[src/rtl/hazard_unit.sv]
// Pipeline interlock and forwarding controller for the five-stage MIPS core.
// Tracks X/M/W write footprints; drives bypass selects, load-use stall and flush.
module hazard_unit #(
    parameter int STALL_CNT_W = 32
) (
    input  logic                   clk,
    input  logic                   reset,
    input  logic [31:0]            d_insn,
    input  logic [13:0]            d_controls,
    input  logic                   d_valid,
    input  logic                   branch_taken,
    output logic                   MX_abypass,
    output logic                   MX_bbypass,
    output logic                   WX_abypass,
    output logic                   WX_bbypass,
    output logic                   WM_bypass,
    output logic                   stall,
    output logic                   flush,
    output logic [STALL_CNT_W-1:0] stall_count
);

    localparam int C_RDST   = 13;
    localparam int C_DMEN   = 12;
    localparam int C_RWE    = 11;
    localparam int C_ALUINB = 10;
    localparam int C_DMWE   = 9;
    localparam int C_JP     = 7;

    localparam logic [5:0] OP_JAL = 6'h03;

    typedef struct packed {
        logic       valid;
        logic [4:0] rs;
        logic [4:0] rt;
        logic [4:0] dest;
        logic       we;
        logic       is_load;
        logic       is_store;
        logic       uses_rs;
        logic       uses_rt;
    } stage_t;

    function automatic stage_t decode(
        input logic [31:0] insn,
        input logic [13:0] ctl,
        input logic        valid
    );
        stage_t     r;
        logic [5:0] op;
        op         = insn[31:26];
        r.valid    = valid;
        r.rs       = insn[25:21];
        r.rt       = insn[20:16];
        if (ctl[C_JP] && op == OP_JAL)
            r.dest = 5'd31;
        else if (ctl[C_RDST])
            r.dest = insn[15:11];
        else
            r.dest = insn[20:16];
        r.we       = ctl[C_RWE] && (r.dest != 5'd0);
        r.is_load  = ctl[C_RWE] && ctl[C_DMEN] && !ctl[C_DMWE];
        r.is_store = ctl[C_DMEN] && ctl[C_DMWE];
        r.uses_rs  = !(ctl[C_JP] && op != 6'd0);
        r.uses_rt  = !ctl[C_ALUINB] || ctl[C_DMWE];
        return r;
    endfunction

    stage_t d_rec;
    stage_t x_rec;
    stage_t m_rec;
    stage_t w_rec;

    logic mx_a_hit;
    logic mx_b_hit;
    logic wx_a_hit;
    logic wx_b_hit;
    logic ld_rs_hit;
    logic ld_rt_hit;
    logic unused_bits;

    always_comb begin
        d_rec = decode(d_insn, d_controls, d_valid);
    end

    // M never forwards a load: the load-use stall lets W serve it instead
    always_comb begin
        mx_a_hit = x_rec.valid && x_rec.uses_rs && m_rec.valid
                && m_rec.we && !m_rec.is_load
                && (m_rec.dest == x_rec.rs);
        mx_b_hit = x_rec.valid && x_rec.uses_rt && m_rec.valid
                && m_rec.we && !m_rec.is_load
                && (m_rec.dest == x_rec.rt);
        wx_a_hit = x_rec.valid && x_rec.uses_rs && w_rec.valid
                && w_rec.we && (w_rec.dest == x_rec.rs);
        wx_b_hit = x_rec.valid && x_rec.uses_rt && w_rec.valid
                && w_rec.we && (w_rec.dest == x_rec.rt);
    end

    assign MX_abypass = mx_a_hit;
    assign MX_bbypass = mx_b_hit;
    assign WX_abypass = wx_a_hit && !mx_a_hit;
    assign WX_bbypass = wx_b_hit && !mx_b_hit;

    assign WM_bypass = m_rec.valid && m_rec.is_store
                    && w_rec.valid && w_rec.we
                    && (w_rec.dest == m_rec.rt);

    always_comb begin
        ld_rs_hit = d_rec.uses_rs && (x_rec.dest == d_rec.rs);
        ld_rt_hit = d_rec.uses_rt && (x_rec.dest == d_rec.rt);
    end

    // A taken branch makes the D instruction wrong-path, so flush beats stall
    assign stall = d_valid && x_rec.valid && x_rec.is_load && x_rec.we
                && (ld_rs_hit || ld_rt_hit) && !branch_taken;
    assign flush = branch_taken;

    always_ff @(posedge clk) begin
        if (reset) begin
            x_rec       <= '0;
            m_rec       <= '0;
            w_rec       <= '0;
            stall_count <= '0;
        end else begin
            w_rec <= m_rec;
            m_rec <= x_rec;
            if (flush || stall)
                x_rec <= '0;
            else
                x_rec <= d_rec;
            if (stall && (stall_count != '1))
                stall_count <= stall_count + STALL_CNT_W'(1);
        end
    end

    assign unused_bits = ^{d_insn[10:0], d_controls[8], d_controls[6:0],
                           x_rec, m_rec, w_rec};

endmodule
[config.mk]
export PLATFORM = sky130hd
export DESIGN_NAME = hazard_unit
export DESIGN_NICKNAME = d
export VERILOG_FILES = /design/src/rtl/hazard_unit.sv
export SDC_FILE = /design/constraint.sdc
export NUM_CORES = 1
export LEC_CHECK = 0
export BUFFER_PORTS_ARGS = -buffer_cell sky130_fd_sc_hd__buf_2
export CAP_MARGIN = 20
export CORE_MARGIN = 8
export CORE_UTILIZATION = 50
export CTS_CLUSTER_SIZE = 28
export DETAILED_ROUTE_END_ITERATION = 12
export MAX_ROUTING_LAYER = met4
export PLACE_DENSITY = 0.76
export SYNTH_ARGS = -nofsm -noshare
export SYNTH_HDL_FRONTEND = slang
export SYNTH_SLANG_ARGS = --single-unit
[constraint.sdc]
create_clock -name clk -period 3.8 [get_ports clk]
set_input_delay 0.76 -clock clk [delete_from_list [all_inputs] [get_ports clk]]
set_output_delay 0.76 -clock clk [all_outputs]
set_load 0.05 [all_outputs]
==> impl_metrics.tcl <==
set metrics [dict create \
    status "finished, final reports clean" \
    async_reset_ff_share_pct 0 \
    leakage_nw 1.55 \
    dieArea_sq_um 9810 \
    final_common_cell "dfxtp_1" \
    grt_setup_unrepaired "false" \
    slowest_delay_ns 0.55 \
    cts-root-buf "clkbuf_8" \
    synth_area_leaders "dfxtp_1 43%, xnor2_1 6.9%, nor2b_1 5.1%" \
    yosysSeqAreaShare_pct 42.9 \
    cts_tree "done" \
    slowest_stage "or4_1" \
    cts_max_path_buffers 2 \
    die_x_um 99.1 \
    synth_warnings 0 \
    cts_buffers 9 \
    cp_num_buf_inv 3 \
    setup_tns_ns 0 \
    clock-sinks 74 \
    period_share_pct 87.2 \
    grt_max_degree 38 \
    ys_types 44 \
    antenna_found_initial 0 \
    post-synth-top-area-cell "dfxtp_1" \
    start_util_pct 51.3 \
    synth-seq-cells 74 \
    syn_area_per_cell_sq_um 9.13 \
    worstSetupPathType "input pin to output pin" \
    rows 30 \
    max_cap_violations 0 \
    fin_crit_ns 3.31 \
    synth_nets 429 \
    grt-ovfl-total 0 \
    cts_hold_buffers 0 \
    drt-initial-drc-count 251 \
    hold_path_class "flop to flop" \
    drc 0 \
    grt_pass1_wl_um 13800 \
    grt_pass1_vias 2878 \
    holdWs_ns 0.442 \
    place_congestion 0.972 \
    dr.pass1.iters 5 \
    ant_nets 0 \
    critPathMaxFanout 19 \
    netlist_area_sq_um 3450 \
    antennaDiodeCount 0 \
    placed_area_sq_um 3830 \
    worstMarginPinSlew_ns 0.679 \
    max_freq_mhz 302 \
    final_core_util_pct 60.2 \
    power_mw 1.52 \
    via_count 3061 \
    track_usage_pct 17.7 \
    finalInstanceArea_sq_um 4040 \
    finalWirelength_um 8280 \
    yosys.area.top_type_share_pct 42.9 \
    path_common_cell "buf_2" \
    crit_chain "buf_2 > or4_1 > o31a_1 > nor3_4 > o21ai_4 > inv_1 > buf_2" \
    power.density_nw_per_um2 376 \
    io_pins 89 \
    drive_gt1_share_pct 21.6 \
    critPathRequiredTime_ns 3.04 \
    final_cell_mix "74 x dfxtp_1, 69 x buf_2, 30 x a21oi_1" \
    post_cts.repair.setup_buffers 0 \
    port_buffers 69 \
    hold_violations 0 \
    ir_drop_uv 293 \
    synth_edf_count 0 \
    netlist_instances 378 \
    ys.flop_type "dfxtp_1" \
    final-setup-viol-count 0 \
    die_h_um 99.1 \
    avgViaCountPerCell 5.83 \
    cts-resized-gates 0 \
    startpoint_type "input pin" \
    worst_path_dominant_cell_family "simple AND/OR/NAND/NOR gates" \
    core_region_area_sq_um 6720 \
    h-tree-depth 3 \
    clock_skew_ns 0.00752 \
    clkLatencyLatePin_ns 0.34 \
    cts.clk_slew.worst_paths_ns 0.08 \
    wl_per_cell_um 15.8 \
    cp.arrival_ns 2.55 \
    timing.final.max_slew_violations 0 \
    nets 491 \
    area_delta_synth_final_pct 17.2 \
    relSlewSlack_pct 54.4 \
    dp_hpwl_um 5960 \
    cp-end-kind "output pin" \
]
-- per-layer routing --
layer	wire length (um)	share of wire [%]	global-route usage [%]
met4	152	1.8	6.75
met5	0	0	-
met1	3880	47	22.4
met2	3860	47	26.7
met3	391	4.7	4.16
-- worst register-to-register path, stage by stage, from the launching register on --
cell and delay (ns):
dfxtp_1 0.44, and3_1 0.28, nand4_1 0.20, nor4_2 0.56, and2_1 0.61, buf_12 0.25, nor3_1 0.09, mux2_1 0.32
-- sequential cells by signal, summed over array words and instances (netlist names) --
| register | count |
|---|---|
| w_rec | 7 |
| x_rec | 21 |
| m_rec | 14 |
| stall_count | 32 |
-- power by group --
part / switching, mW / internal (mW) / leakage, nW
registers: 0.0137 / 0.789 / 0.600
clock network: 0.307 / 0.327 / 0.0995
logic: 0.0448 / 0.0407 / 0.846
total: 0.366 / 1.16 / 1.55
-- Yosys cell counts (2+ instances only) --
cell type,instances
clkbuf_1,12
dfxtp_1,74
and4_1,4
nand2_1,13
buf_1,2
and3_1,7
nor2b_1,28
and2_1,13
nor3_1,8
nand4_1,19
nor4_1,9
mux2_2,3
nor2_1,18
buf_6,2
mux2i_1,5
xnor2_1,27
a21oi_1,30
buf_2,4
nand3_1,18
or4_1,23
o31ai_1,21
o21ai_0,3
xor2_1,9
mux2_1,3
or3_1,2
inv_1,3
-- path summary, 6_finish.rpt --
kind                                      start         endpoint  slack (ns)  cells after the start
worst max register to register  stall_count[21]  stall_count[14]        0.95                      7
worst min-delay path                   x_rec[2]         m_rec[2]        0.44                      1
worst max-delay path                 d_insn[29]            stall        0.49                      7
worst min register to register         x_rec[2]         m_rec[2]        0.44                      1
-- cells by family (layout without fill, tap and decap cells) --
group	count (synthesis)	count (layout)	synth area share, %
buffers and inverters	24	91	3.30
flip-flops	74	74	42.9
adder cells (fa/ha/maj)	1	1	0.363
AND/OR/NAND/NOR	170	170	29.5
multiplexers	11	11	3.41
XOR/XNOR	36	36	9.14
AO/OA/AOI/OAI	62	62	11.3
-- per-stage QoR --
step | setup slack [ns] | instances
detailed placement | 0.489 | 509
finish | 0.488 | 525
global placement | 0.478 | 509
CTS | 0.485 | 525
global route | 0.372 | 525
floorplan | 0.0993 | 378
-- area by class of cell --
class	count	area (sq um)
well taps	80	100
clock buffers	10	138
repair buffers	72	380
multi-input cells	280	1860
inverters	3	11.3
clock inverters	6	71.3
fillers	594	2680
flip-flops and latches	74	1480
No activity file was read; power rests on OpenSTA's default activity.
